`config.mk`:
```
export PLATFORM = sky130hd
export DESIGN_NAME = aes_out_serializer
export DESIGN_NICKNAME = d
export VERILOG_FILES = /design/src/rtl/aes_out_serializer.sv
export SDC_FILE = /design/constraint.sdc
export NUM_CORES = 1
export LEC_CHECK = 0
export BUFFER_PORTS_ARGS = -buffer_cell sky130_fd_sc_hd__clkbuf_2
export CORE_MARGIN = 2
export CORE_UTILIZATION = 50
export CTS_BUF_LIST = sky130_fd_sc_hd__clkbuf_4 sky130_fd_sc_hd__clkbuf_8
export CTS_CLUSTER_DIAMETER = 40
export CTS_CLUSTER_SIZE = 10
export DETAILED_ROUTE_END_ITERATION = 10
export PLACE_DENSITY = 0.72
export SYNTH_ARGS = -nofsm -noshare
export SYNTH_HDL_FRONTEND = slang
export SYNTH_SLANG_ARGS = --single-unit
```
`constraint.sdc`:
```
create_clock -name clk -period 24.1 [get_ports clk]
set_clock_uncertainty 0.2 [all_clocks]
set_input_delay 1.205 -clock clk [delete_from_list [all_inputs] [get_ports clk]]
set_output_delay 1.205 -clock clk [all_outputs]
set_load 0.05 [all_outputs]
```
`src/rtl/aes_out_serializer.sv`:
```
// aes_out_serializer
// Buffers up to DEPTH completed 128-bit AES ciphertext blocks and drains them
// as four 32-bit words (MSB word first) under a valid/ready handshake.
// A block that arrives while every slot is occupied is dropped and latched in
// the sticky ovf_o flag.
// Optional build macro: AES_OUT_BSWAP_EN byte-reverses each output word for a
// little-endian load path. Word order inside the block is not affected.

module aes_out_serializer #(
    parameter int DEPTH = 2
) (
    input  logic         clk,
    input  logic         rst,
    input  logic         done_i,
    input  logic [127:0] text_i,
    output logic [31:0]  word_o,
    output logic         valid_o,
    input  logic         ready_i,
    output logic         last_o,
    output logic         full_o,
    output logic         empty_o,
    output logic         ovf_o,
    input  logic         clr_ovf_i
);

    localparam int PTR_W = $clog2(DEPTH);
    localparam int CNT_W = $clog2(DEPTH + 1);
    localparam logic [CNT_W-1:0] FULL_CNT = CNT_W'(DEPTH);

    logic [127:0]     r_mem [DEPTH];
    logic [PTR_W-1:0] r_wr_ptr;
    logic [PTR_W-1:0] r_rd_ptr;
    logic [CNT_W-1:0] r_count;
    logic [1:0]       r_widx;
    logic             r_done_d;
    logic             r_ovf;

    logic             w_empty;
    logic             w_full;
    logic             w_capture;
    logic             w_pop;
    logic             w_last_pop;
    logic             w_accept;
    logic             w_drop;
    logic [127:0]     w_block;
    logic [31:0]      w_word_sel;
    logic [31:0]      w_word;

    assign w_empty    = (r_count == '0);
    assign w_full     = (r_count == FULL_CNT);
    // done_d resets high so a done level already present at reset release
    // is not mistaken for a new completion.
    assign w_capture  = done_i & ~r_done_d;
    assign w_pop      = ~w_empty & ready_i;
    assign w_last_pop = w_pop & (r_widx == 2'd3);
    // When full, the slot being freed by a last-word transfer is the one the
    // write pointer already points at, so the new block can take it directly.
    assign w_accept   = w_capture & (~w_full | w_last_pop);
    assign w_drop     = w_capture & w_full & ~w_last_pop;

    // Control state: edge detector, pointers, occupancy, word index, overflow.
    always_ff @(posedge clk) begin
        if (rst) begin
            r_done_d <= 1'b1;
            r_wr_ptr <= '0;
            r_rd_ptr <= '0;
            r_count  <= '0;
            r_widx   <= '0;
            r_ovf    <= 1'b0;
        end else begin
            r_done_d <= done_i;
            if (w_accept) begin
                r_wr_ptr <= r_wr_ptr + 1'b1;
            end
            if (w_pop) begin
                r_widx <= r_widx + 1'b1;
            end
            if (w_last_pop) begin
                r_rd_ptr <= r_rd_ptr + 1'b1;
            end
            case ({w_accept, w_last_pop})
                2'b10:   r_count <= r_count + 1'b1;
                2'b01:   r_count <= r_count - 1'b1;
                default: r_count <= r_count;
            endcase
            if (w_drop) begin
                r_ovf <= 1'b1;
            end else if (clr_ovf_i) begin
                r_ovf <= 1'b0;
            end
        end
    end

    // Block storage; contents need no reset since occupancy gates visibility.
    always_ff @(posedge clk) begin
        if (w_accept && !rst) begin
            r_mem[r_wr_ptr] <= text_i;
        end
    end

    assign w_block = r_mem[r_rd_ptr];

    // Select the current 32-bit word of the head block, MSB word first.
    always_comb begin
        w_word_sel = w_block[127:96];
        case (r_widx)
            2'd0:    w_word_sel = w_block[127:96];
            2'd1:    w_word_sel = w_block[95:64];
            2'd2:    w_word_sel = w_block[63:32];
            default: w_word_sel = w_block[31:0];
        endcase
    end

`ifdef AES_OUT_BSWAP_EN
    assign w_word = {w_word_sel[7:0], w_word_sel[15:8],
                     w_word_sel[23:16], w_word_sel[31:24]};
`else
    assign w_word = w_word_sel;
`endif

    assign word_o  = w_empty ? 32'h0 : w_word;
    assign valid_o = ~w_empty;
    assign last_o  = ~w_empty & (r_widx == 2'd3);
    assign full_o  = w_full;
    assign empty_o = w_empty;
    assign ovf_o   = r_ovf;

endmodule

```
==> run_results.csv <==
group,metric,value,unit
yosys,syn_nets,750,
power,p_sw_share,20.8,%
global_route,grt_pass1_vias,6576,
yosys,yosysSeqAreaShare,78.2,%
sta,fmax,222,MHz
worst_hold_path,hp-class,"reg2reg",
critical_path,path_cells,"ha_2, nor2b_4, a32oi_1, and3_1, clkbuf_2",
critical_path,rrSetupSlack,21530,ps
route,vias,6104,
critical_path,worst_setup_path_start_kind,"flip-flop",
cts,cts_tree,"built",
cts,clk_pin_slew,60,ps
critical_path,endpoint,"word_o[19]",
sta,maxSlewHeadroom,29.4,%
cts,cts_max_level,2,
yosys,yosys_most_used_dff,"edfxtp_1",
cts,cts_root_buffer,"clkbuf_8",
route,drc_errors,0,
sta,finalCritPeriodShare,18.7,%
yosys,async_flop_share,0,%
yosys,synthDistinctLibCells,36,
global_route,grt.overflow.total,0,
sta,tns,0,ps
global_route,antenna_found_initial,1,
critical_path,crit_family,"simple AND/OR/NAND/NOR gates",
sta,period_minus_slack,4510,ps
critical_path,end_kind,"output port",
critical_path,cp.required,22690,ps
run,cap_violations,0,
critical_path,cp_max_fo,34,
yosys,synth_edf_count,256,
yosys,ys_ff_latch,265,
placed_design,portBuffers,169,
floorplan,die_w,146,um
critical_path,cpPeakStageDelay,960,ps
cts,cts-resized-gates,0,
sta,maxSlewViolCount,0,
cts,clk_latency,510,ps
critical_path,crit_buf_inv,1,
route,drt-total-wl,22400,um
yosys,synth_commonest_cells,"edfxtp_1 (256), nand2_1 (67), a22oi_1 (64)",
power,ir_drop,0.0578,mV
floorplan,die_h,146,um
critical_path,reg2reg_depth,5,
global_route,grt_max_degree,65,
critical_path,reg2reg_from,"r_widx[1]",
global_route,grt_pass1_wl,34200,um
sta,rsz0062_at_grt,"no",
critical_path,arrival,3110,ps
yosys,synth_warnings,0,
yosys,synth.most_common_cell,"edfxtp_1",
critical_path,reg2reg_to,"r_mem[1][49]",
placed_design,dp_cells,1014,
yosys,yosys-top-cells-area,"edfxtp_1 (76%), a22oi_1 (4.8%), mux2i_1 (3.2%), a32oi_1 (3.0%), nand2_1 (2.5%)",
sta,finalSetupViolCount,0,
placed_design,dpl.hpwl,13700,um
route,drt_iter0_drc,474,
sta,worstMarginPinSlew,1060,ps
cts,cts_made_buffers,37,
power,clkPwrFrac,38.6,%
power,power_density,76.0,mW/mm2
critical_path,crit_start,"r_widx[1]",
route,antenna_left,0,
global_route,grt_use_total,20.7,%
power,p_sw,0.000188,W
critical_path,crit_slowest_cell,"nor2b_4",
cts,holdBufCountCts,0,
cells_and_area,area_growth,18.1,%
cells_and_area,drive_gt1_share,30.6,%
route,wl_per_cell,20.9,um
power,p_leak,4.31,nW
power,comb_power_share,4.6,%
yosys,postSynthAreaPerCell,16.4,um2
floorplan,ios,170,
power,power_frac_seq,56.8,%
yosys,postSynthCellCount,612,
route,via_per_inst,5.69,
cells_and_area,utilization,60.7,%
yosys,syn_area,0.0101,mm2
yosys,synth.top_cell.area_share,76.4,%
cts,cts.sinks,265,
outcome,status,"completed",
floorplan,core-area,0.0196,mm2
critical_path,worstSetupPathType,"reg2out",
cells_and_area,instances_no_fill,1073,
cells_and_area,fin_nets,926,
floorplan,num_rows,51,
floorplan,die_area,0.0213,mm2
cts,cts_setup_buffers,0,
yosys,synth_top_area_cell,"edfxtp_1",
critical_path,worst-path-stages,5,
sta,finalHoldViolCount,0,
floorplan,start_util,51.4,%
placed_design,place_congestion,0.752,
cts,cts_buffer_depth,3,
power,power.internal,0.000715,W
route,drtPass1Iterations,5,
-- tightest hold or removal path, stage by stage, from the launching register on --
cell and delay (ps):
dfxtp_1 330, a32oi_1 60, nor2_1 70
-- logic make-up (layout without fill, tap and decap cells) --
kind of cell             count (synthesis)  count (layout)  synth area share (%)
flip-flops                             265             265                  78.2
AND/OR/NAND/NOR                        153             153                  7.42
AO/OA/AOI/OAI                          108             108                  8.33
buffers and inverters                   47             242                  2.10
multiplexers                            33              33                  3.29
adder cells (fa/ha/maj)                  5               5                 0.621
XOR/XNOR                                 1               1                0.0870
other                                    0               1                     0
-- flip-flops by register name (all words and copies together), names as in the netlist, named ones only --
| signal | cells |
|---|---|
| ovf_o | 1 |
| r_count | 2 |
| r_done_d | 1 |
| r_mem | 256 |
| r_rd_ptr | 1 |
| r_widx | 2 |
| r_wr_ptr | 1 |
-- through the flow --
stage               power, W  setup slack (ps)  hold slack (ps)  area [um2]
detailed placement  0.000565             20160              287       11200
global route        0.000936             19420              337       11900
finish              0.000904             19590              300       11900
global placement    0.000562             20240              274       11200
floorplan           0.000545             12320              285       10100
CTS                 0.000913             19570              303       11900
-- power by group through the flow --
stage | sequential (W) | clock [W] | combinational, W
2_1_floorplan | 0.000524 | 0 | 0.0000209
3_3_place_gp | 0.000522 | 0 | 0.0000401
3_5_place_dp | 0.000523 | 0 | 0.0000421
4_1_cts | 0.000513 | 0.000358 | 0.0000422
5_1_grt | 0.000513 | 0.000377 | 0.0000455
6_report | 0.000513 | 0.000349 | 0.0000420
-- routing by layer --
metal,vias to the layer above,wire length [um],track usage (%)
li1,2785,-,-
met1,3026,8770,25.7
met2,254,11300,35.1
met3,39,1910,5.55
met4,0,399,7.35
met5,-,0,0
-- cells in the final DEF (no fill, tap or decap), types with 2 or more instances in the layout --
cell type / count
buf_4: 9
nand2_1: 67
ha_2: 4
clkbuf_4: 3
clkbuf_2: 169
and3_1: 32
inv_1: 5
bufinv_16: 3
a32oi_1: 34
a21oi_1: 4
a22oi_1: 64
and2_1: 2
dfxtp_1: 8
o21ai_0: 3
clkinv_1: 3
clkinv_2: 4
nand3_1: 33
clkinvlp_4: 5
nor2_1: 5
edfxtp_1: 256
clkbuf_8: 40
mux2i_1: 32
-- cell type report --
class / instances / area, um2
Tap cell: 265 / 332
Clock buffer: 43 / 573
Sequential cell: 265 / 7870
Multi-Input combinational cell: 300 / 2020
Inverter: 6 / 25.0
Antenna cell: 1 / 2.50
Timing Repair Buffer: 178 / 913
Clock inverter: 15 / 159
Fill cell: 1463 / 7700
-- how the worst min path moves through the flow --
stage               startpoint   endpoint  cells after the start
floorplan            r_widx[1]  r_widx[1]                      2
finish                   ovf_o      ovf_o                      2
global placement         ovf_o      ovf_o                      2
CTS                      ovf_o      ovf_o                      2
global route             ovf_o      ovf_o                      2
detailed placement       ovf_o      ovf_o                      2
Note: power is estimated with default switching activity, not from simulation.
